===== config.mk =====
export PLATFORM = sky130hd
export DESIGN_NAME = dcm_phaseshift_multi
export DESIGN_NICKNAME = d
export VERILOG_FILES = /design/src/rtl/dcm_phaseshift_multi.sv
export SDC_FILE = /design/constraint.sdc
export NUM_CORES = 1
export LEC_CHECK = 0
export ABC_CLOCK_PERIOD_IN_PS = 2700
export CORE_ASPECT_RATIO = 1.4
export CORE_MARGIN = 5
export CORE_UTILIZATION = 55
export DETAILED_ROUTE_END_ITERATION = 10
export GPL_ROUTABILITY_DRIVEN = 0
export GPL_TIMING_DRIVEN = 0
export MAX_ROUTING_LAYER = met4
export PLACE_DENSITY = 0.85
export SLEW_MARGIN = 10
export SYNTH_ARGS = -nofsm -noshare
export SYNTH_HDL_FRONTEND = slang
export SYNTH_SLANG_ARGS = --single-unit
export TNS_END_PERCENT = 100

===== constraint.sdc =====
create_clock -name clk_i -period 2.7 [get_ports clk_i]
set_clock_uncertainty 0.05 [all_clocks]
set_input_delay 0.675 -clock clk_i [delete_from_list [all_inputs] [get_ports clk_i]]
set_output_delay 0.675 -clock clk_i [all_outputs]
set_load 0.05 [all_outputs]

===== src/rtl/dcm_phaseshift_multi.sv =====
// Multi-channel DCM variable phase-shift sequencer: walks one DCM at a time toward a signed target.
// Optional PSDONE watchdog is built when PSHIFT_TIMEOUT_EN is defined.
module dcm_phaseshift_multi #(
    parameter int WIDTH    = 9,
    parameter int CHANNELS = 2,
    parameter int CHW      = 3,
    parameter int TIMEOUT  = 1023
) (
    input  logic                clk_i,
    input  logic                reset_i,
    input  logic [CHW-1:0]      chan_i,
    input  logic [WIDTH-1:0]    value_i,
    input  logic                load_i,
    input  logic                zero_i,
    output logic [WIDTH-1:0]    value_o,
    output logic                busy_o,
    output logic                done_o,
    output logic                ovf_o,
    output logic                tmo_o,
    output logic [CHANNELS-1:0] dcm_psen_o,
    output logic                dcm_psincdec_o,
    input  logic [CHANNELS-1:0] dcm_psdone_i,
    input  logic [CHANNELS-1:0] dcm_ovf_i
);
    typedef enum logic [2:0] {IDLE, CHECK, STEP, WAIT, DONE} state_t;

    localparam logic signed [WIDTH-1:0] MAXV = WIDTH'((1 << (WIDTH - 1)) - 1);

    state_t                  state, state_nx;
    logic [CHW-1:0]          ch;
    logic signed [WIDTH-1:0] target, cur, value_sat;
    logic [WIDTH-1:0]        tracked [CHANNELS];
    logic [CHANNELS-1:0]     ch_mask;
    logic                    chan_ok, accept, zero_hit;
    logic                    psdone_sel, ovf_sel, step_upd, tmo_hit;

    assign chan_ok   = int'(chan_i) < CHANNELS;
    assign accept    = (state == IDLE) && load_i && !zero_i && chan_ok;
    assign zero_hit  = (state == IDLE) && zero_i && chan_ok;
    // Only the most negative code lies outside the symmetric legal range.
    assign value_sat = ($signed(value_i) < -MAXV) ? -MAXV : $signed(value_i);

    always_comb begin
        ch_mask = '0;
        cur     = '0;
        value_o = '0;
        for (int c = 0; c < CHANNELS; c++) begin
            ch_mask[c] = (ch == CHW'(c));
            if (ch_mask[c])
                cur = tracked[c];
            if (chan_i == CHW'(c))
                value_o = tracked[c];
        end
    end

    assign psdone_sel = |(dcm_psdone_i & ch_mask);
    assign ovf_sel    = |(dcm_ovf_i & ch_mask);
    assign step_upd   = (state == WAIT) && psdone_sel && !ovf_sel;

`ifdef PSHIFT_TIMEOUT_EN
    localparam int TW = $clog2(TIMEOUT + 1);
    logic [TW-1:0] tcnt;

    always_ff @(posedge clk_i or posedge reset_i) begin
        if (reset_i)
            tcnt <= '0;
        else if (state != WAIT)
            tcnt <= '0;
        else
            tcnt <= tcnt + 1'b1;
    end

    assign tmo_hit = (state == WAIT) && !psdone_sel && (tcnt == TW'(TIMEOUT - 1));

    always_ff @(posedge clk_i or posedge reset_i) begin
        if (reset_i)
            tmo_o <= 1'b0;
        else if (accept)
            tmo_o <= 1'b0;
        else if (tmo_hit)
            tmo_o <= 1'b1;
    end
`else
    assign tmo_hit = 1'b0;
    assign tmo_o   = 1'b0;
`endif

    always_ff @(posedge clk_i or posedge reset_i) begin
        if (reset_i)
            state <= IDLE;
        else
            state <= state_nx;
    end

    always_comb begin
        state_nx = state;
        case (state)
            IDLE:    if (accept) state_nx = CHECK;
            CHECK:   state_nx = (cur == target) ? DONE : STEP;
            STEP:    state_nx = WAIT;
            WAIT: begin
                if (psdone_sel)
                    state_nx = ovf_sel ? DONE : CHECK;
                else if (tmo_hit)
                    state_nx = DONE;
            end
            DONE:    state_nx = IDLE;
            default: state_nx = IDLE;
        endcase
    end

    // PSEN is a pure decode of the state register so reset kills it without a clock.
    assign busy_o     = (state != IDLE);
    assign done_o     = (state == DONE);
    assign dcm_psen_o = (state == STEP) ? ch_mask : '0;

    always_ff @(posedge clk_i or posedge reset_i) begin
        if (reset_i) begin
            ch             <= '0;
            target         <= '0;
            dcm_psincdec_o <= 1'b0;
            ovf_o          <= 1'b0;
        end else begin
            if (accept) begin
                ch     <= chan_i;
                target <= value_sat;
                ovf_o  <= 1'b0;
            end
            if (state == CHECK)
                dcm_psincdec_o <= (target > cur);
            if ((state == WAIT) && psdone_sel && ovf_sel)
                ovf_o <= 1'b1;
        end
    end

    for (genvar c = 0; c < CHANNELS; c++) begin : g_chan
        always_ff @(posedge clk_i or posedge reset_i) begin
            if (reset_i)
                tracked[c] <= '0;
            else if (zero_hit && (chan_i == CHW'(c)))
                tracked[c] <= '0;
            else if (step_upd && ch_mask[c])
                tracked[c] <= dcm_psincdec_o ? tracked[c] + WIDTH'(1) : tracked[c] - WIDTH'(1);
        end
    end

endmodule


======== After elaboration in Yosys (flattened, before gate mapping) ========
Cells that the tools add are included.
word-level totals
  register bits ........................... 35
  output and inout bits ................... 16
cells by class
  add/sub/neg operators ................... 4
  $lt $le $gt $ge ......................... 3
  equality and inequality tests ........... 9
  mux-type cells .......................... 19
  bitwise logic cells ..................... 2
  reductions and logical operators ........ 24
operators with widths
  kind                   count
  $mux W9                11
  $add A9 B1 Y9 const B  2
  $sub A9 B1 Y9 const B  2
  $logic_and A1 B1 Y1    12
  $mux W3                4
  $pmux W3 S4            1
  $eq A3 B1 Y1 const B   3
  $eq A9 B9 Y1           1
  $gt A9 B9 Y1           1
  $logic_not A3 Y1       3
  $lt A9 B9 Y1 const B   1
  $eq A3 B2 Y1 const B   2
  $reduce_bool A2 Y1     3
  $and A2 B2 Y2          2
  $ne A2 B2 Y1 const B   2
  $reduce_or A2 Y1       2
  $eq A3 B3 Y1 const B   1
  $lt A3 B2 Y1 const B   1
  $reduce_bool A3 Y1     1
  $logic_not A1 Y1       2
  $mux W1                2
  $mux W2                1
  $reduce_and A2 Y1      1

======== Longest topological paths before layout ========
  depth after elaboration ................. 8
  depth in mapped cells ................... 11

======== Worst setup path before layout ========
No wires, ideal clock.
  path kind ............................... register to register
  start ................................... register dcm_psincdec_o
  end ..................................... register tracked[17] in the netlist's numbering
  setup time .............................. 0.077 ns
  data arrival time ....................... 2.644 ns
  data required time ...................... 2.573 ns
  path slack .............................. -0.070 ns
  stages on the path, launching flop included .. 8
  buffers on the path ..................... 0
  cell sequence ........................... dfrtp_1 -> inv_1 -> fa_1 -> a211oi_1 -> o211ai_1 -> a21o_1 -> a2111o_1 -> o21ai_1
between the ends
  cells in the longest elaborated chain, start to end .. 3
RTL lines
  item                           RTL line  text
  start, declared                21        output logic dcm_psincdec_o,
  start signal, assigned         130       dcm_psincdec_o <= (target > cur);
  $mux W9                        143       tracked[c] <= dcm_psincdec_o ? tracked[c] + WIDTH'(1) : tracked[c] - WIDTH'(1);
  $mux W9                        142       else if (step_upd && ch_mask[c])
  $mux W9                        140       else if (zero_hit && (chan_i == CHW'(c)))
  end signal, assigned by index  143
  end, declared                  32        logic [WIDTH-1:0] tracked [CHANNELS];
Every way passes these cells. The select of a mux whose other input is x is not followed.
A chain may end at the register's enable or synchronous reset.

======== Worst setup path in the final report ========
  start ................................... input chan_i[2]
  end ..................................... output value_o[8]
between the ends
  cells in the longest elaborated chain, start to end .. 3
  elaborated cells between the ends (all ways) .. 4
  those cells by class .................... 1 x eq/ne; 2 x mux; 1 x reduce/logical
RTL lines
  item              RTL line  text
  start, declared   11        input logic [CHW-1:0] chan_i,
  $logic_not A3 Y1  51        if (chan_i == CHW'(c))
  $mux W9           51
  $mux W9 (*)       51
  end, declared     15        output logic [WIDTH-1:0] value_o,
Mark *: on every way between the ends. The rest lies on a longest branch, timed or not.

==> qor.yml <==
worst_setup_path:
  rrSetupSlack_ns: 0.14
  r2r_start: "dcm_psincdec_o"
  path_max_fanout: 5
  arrival_ns: 1.90
  critPathMaxStageDelay_ns: 0.36
  worstRegToRegCells: 7
  crit_type: "input port to output pin"
  startpoint_type: "input port"
  required_ns: 1.98
  critPathSlowestCell: "clkdlybuf4s18_2"
  cp-end-kind: "output pin"
  cp_cell_sequence: "dlygate4sd2_1, nor3b_4, buf_4, a22o_1, clkdlybuf4s18_2"
  r2r_end: "tracked[17]"
layout:
  regArea_um2: 877
  synthToLayoutAreaGrowth_pct: 24.9
  drive_gt1_frac: 0.160
  num-nets-final: 377
  multi_input_area_um2: 1660
  diodes: 0
  fillers: 347
synthesis:
  syn-num-nets: 327
  syn-cell-area_um2: 2570
  async_flop_share: 1.00
  synth_seq_cells: 35
  synthCells: 281
  ys_seq_area_frac: 0.340
  ys_types: 48
  syn_area_per_cell_um2: 9.16
  yosysWarnings: 0
  ys.flop_type: "dfrtp_1"
  synth-edff-count: 0
clocking:
  cts_tree: "built"
  clock-root-buffer: "clkbuf_8"
  htreeDepth: 2
  cts_buffer_depth: 2
  clk_pin_slew_ns: 0.07
  cts_buffers: 5
  cts_sinks: 35
  clk_latency_ns: 0.30
global_route:
  grt_pass1_vias: 2426
  grt_overflow_total: 0
  grt_max_degree: 36
  antenna_found_initial: 0
  gr-usage-all-layers: 0.233
  grt_pass1_wl_um: 10700
timing:
  drv_slew: 0
  setup_viol: 0
  fmax_mhz: 381
  holdWs_ns: 0.440
  finalHoldViolations: 0
  fin_crit_sh: 0.972
  maxSlewHeadroom: 0.416
  min_period_ns: 2.63
  setup-tns-final_ns: 0
  worstMarginPinSlew_ns: 0.872
  rsz0062_at_grt: "no"
power_and_ir_drop:
  vdd_drop_max_uv: 670
  power_density_nw_per_um2: 1290
  leakagePower_uw: 0.00152
  seqPwrFrac: 0.238
  internal_power_uw: 2200
  clock_power_share: 0.120
  switching_share: 0.471
  comb_power_share: 0.642
  p_switching_uw: 1960
run_status:
  run_status: "completed"
routing:
  drc: 0
  wl_um: 6620
  first_pass_iters: 4
  drt.antenna.violating_nets: 0
  drt_iter0_drc: 108
  vias: 2347
  routedWlPerCell_um: 16.8
  post_drt_via_cell_ratio: 5.96
die:
  die_y_um: 90.9
  coreArea_um2: 4540
  die_area_um2: 6170
  ioPinCount: 36
  start_util: 0.567
  std_cell_rows: 29
  die_w_um: 67.8
placed_design:
  portBuffers: 34
  dp_hpwl_um: 4780
worst_hold_path:
  holdPathEnd: "target[5]"
  whs_path_depth: 2
  min_path_type: "flip-flop to flip-flop"
  hold_start: "target[5]"
job:
  maxCapViolations: 0
-- stage by stage --
step / util / cells / power, uW / instance area (um2) / setup slack (ns)
finish: 0.709 / 394 / 4160 / 3220 / 0.0750
detailed placement: 0.661 / 377 / 3580 / 3000 / -0.931
global route: 0.709 / 394 / 4500 / 3220 / 0.00367
CTS: 0.703 / 393 / 4110 / 3190 / 0.0155
floorplan: - / 281 / 2960 / 2580 / 0.165
global placement: 0.661 / 377 / 3490 / 3000 / -0.941
-- final cells by class --
class,count,area share
timing repair buffer,44,0.128
multi-input combinational,229,0.516
clock buffer,6,0.0257
sequential,35,0.273
clock inverter,2,0.0109
inverter,10,0.0128
tap,62,0.0241
buffer,6,0.00973
-- layer usage --
layer	track usage	part of all wire	routed length [um]	vias to the layer above
li1	-	-	-	1133
met3	0.0432	0.046	306	17
met4	0.129	0.033	221	0
met1	0.249	0.38	2530	1116
met2	0.394	0.54	3560	81
met5	-	0	0	-
-- cell families after synthesis --
family | share of synthesized area
flops | 0.340
compound gates | 0.225
xor+xnor | 0.0408
buf+inv | 0.0282
fa+ha+maj | 0.132
simple gates | 0.185
mux | 0.0472
other cells | 0.00146
-- state kept, by name, indices dropped and copies added, names as in the netlist --
| signal | count |
|---|---|
| target | 9 |
| tracked | 18 |
| state | 3 |
| ch | 3 |
| dcm_psincdec_o | 1 |
| ovf_o | 1 |
-- synthesized netlist by cell type (3+ instances only) --
library cell,number,area (um2)
a21o_1,9,67.6
or3_1,4,25.0
nand2b_1,9,56.3
xnor2_1,7,61.3
mux2_2,9,101
xor2_1,5,43.8
nand3_1,4,20.0
ha_1,24,300
a211oi_1,4,30.0
nor2_1,9,33.8
a21oi_1,13,65.1
inv_1,10,37.5
clkbuf_1,3,11.3
o21ai_1,6,30.0
nand2_1,44,165
dfrtp_1,35,876
nor3_1,5,25.0
o21ai_0,26,130
a22o_1,15,131
-- power by group through the flow --
stage	Sequential, uW	Combinational (uW)	Clock, uW
after floorplan	969	1990	0
after global placement	973	2510	0
after detailed placement	989	2590	0
after CTS	982	2630	499
after global routing	1010	2960	525
final	992	2670	498
-- repair_timing --
action                                  CTS  global route
hold buffers                              0             0
gates resized for setup                  58             3
buffers inserted                          9             1
endpoints found under the setup margin   14             6
pin swaps                                 2             2
-- how the worst max path moves through the flow --
| stage | from | to | depth (start not counted) |
|---|---|---|---|
| floorplan | dcm_psincdec_o | tracked[17] | 7 |
| global placement | chan_i[0] | value_o[3] | 4 |
| CTS | state[0] | done_o | 3 |
| detailed placement | chan_i[0] | value_o[2] | 4 |
| global route | dcm_psincdec_o | tracked[17] | 7 |
| finish | chan_i[2] | value_o[8] | 5 |
-- layout by cell type (no fill, tap or decap), types with 4 or more instances in the layout --
cell type        instances
a211oi_1                 4
a21o_1                   9
a21oi_1                 13
a22o_1                  15
buf_4                   16
clkbuf_8                 6
clkdlybuf4s15_2          4
clkdlybuf4s50_1         18
dfrtp_1                 34
dlygate4sd2_1            4
ha_1                    24
inv_1                    8
mux2_2                   9
nand2_1                 44
nand2b_1                 9
nand3_1                  4
nor2_1                   9
nor3_1                   4
o21ai_0                 26
o21ai_1                  6
or3_1                    4
xnor2_1                  7
xor2_1                   5
-- worst max-delay path, delay by kind of cell --
family                 cells  cell delay, ns
and+or+nand+nor            1            0.23
buffers and inverters      3            0.84
AOI/OAI and AO/OA          1            0.15
Power figures use the tool's default switching activity.
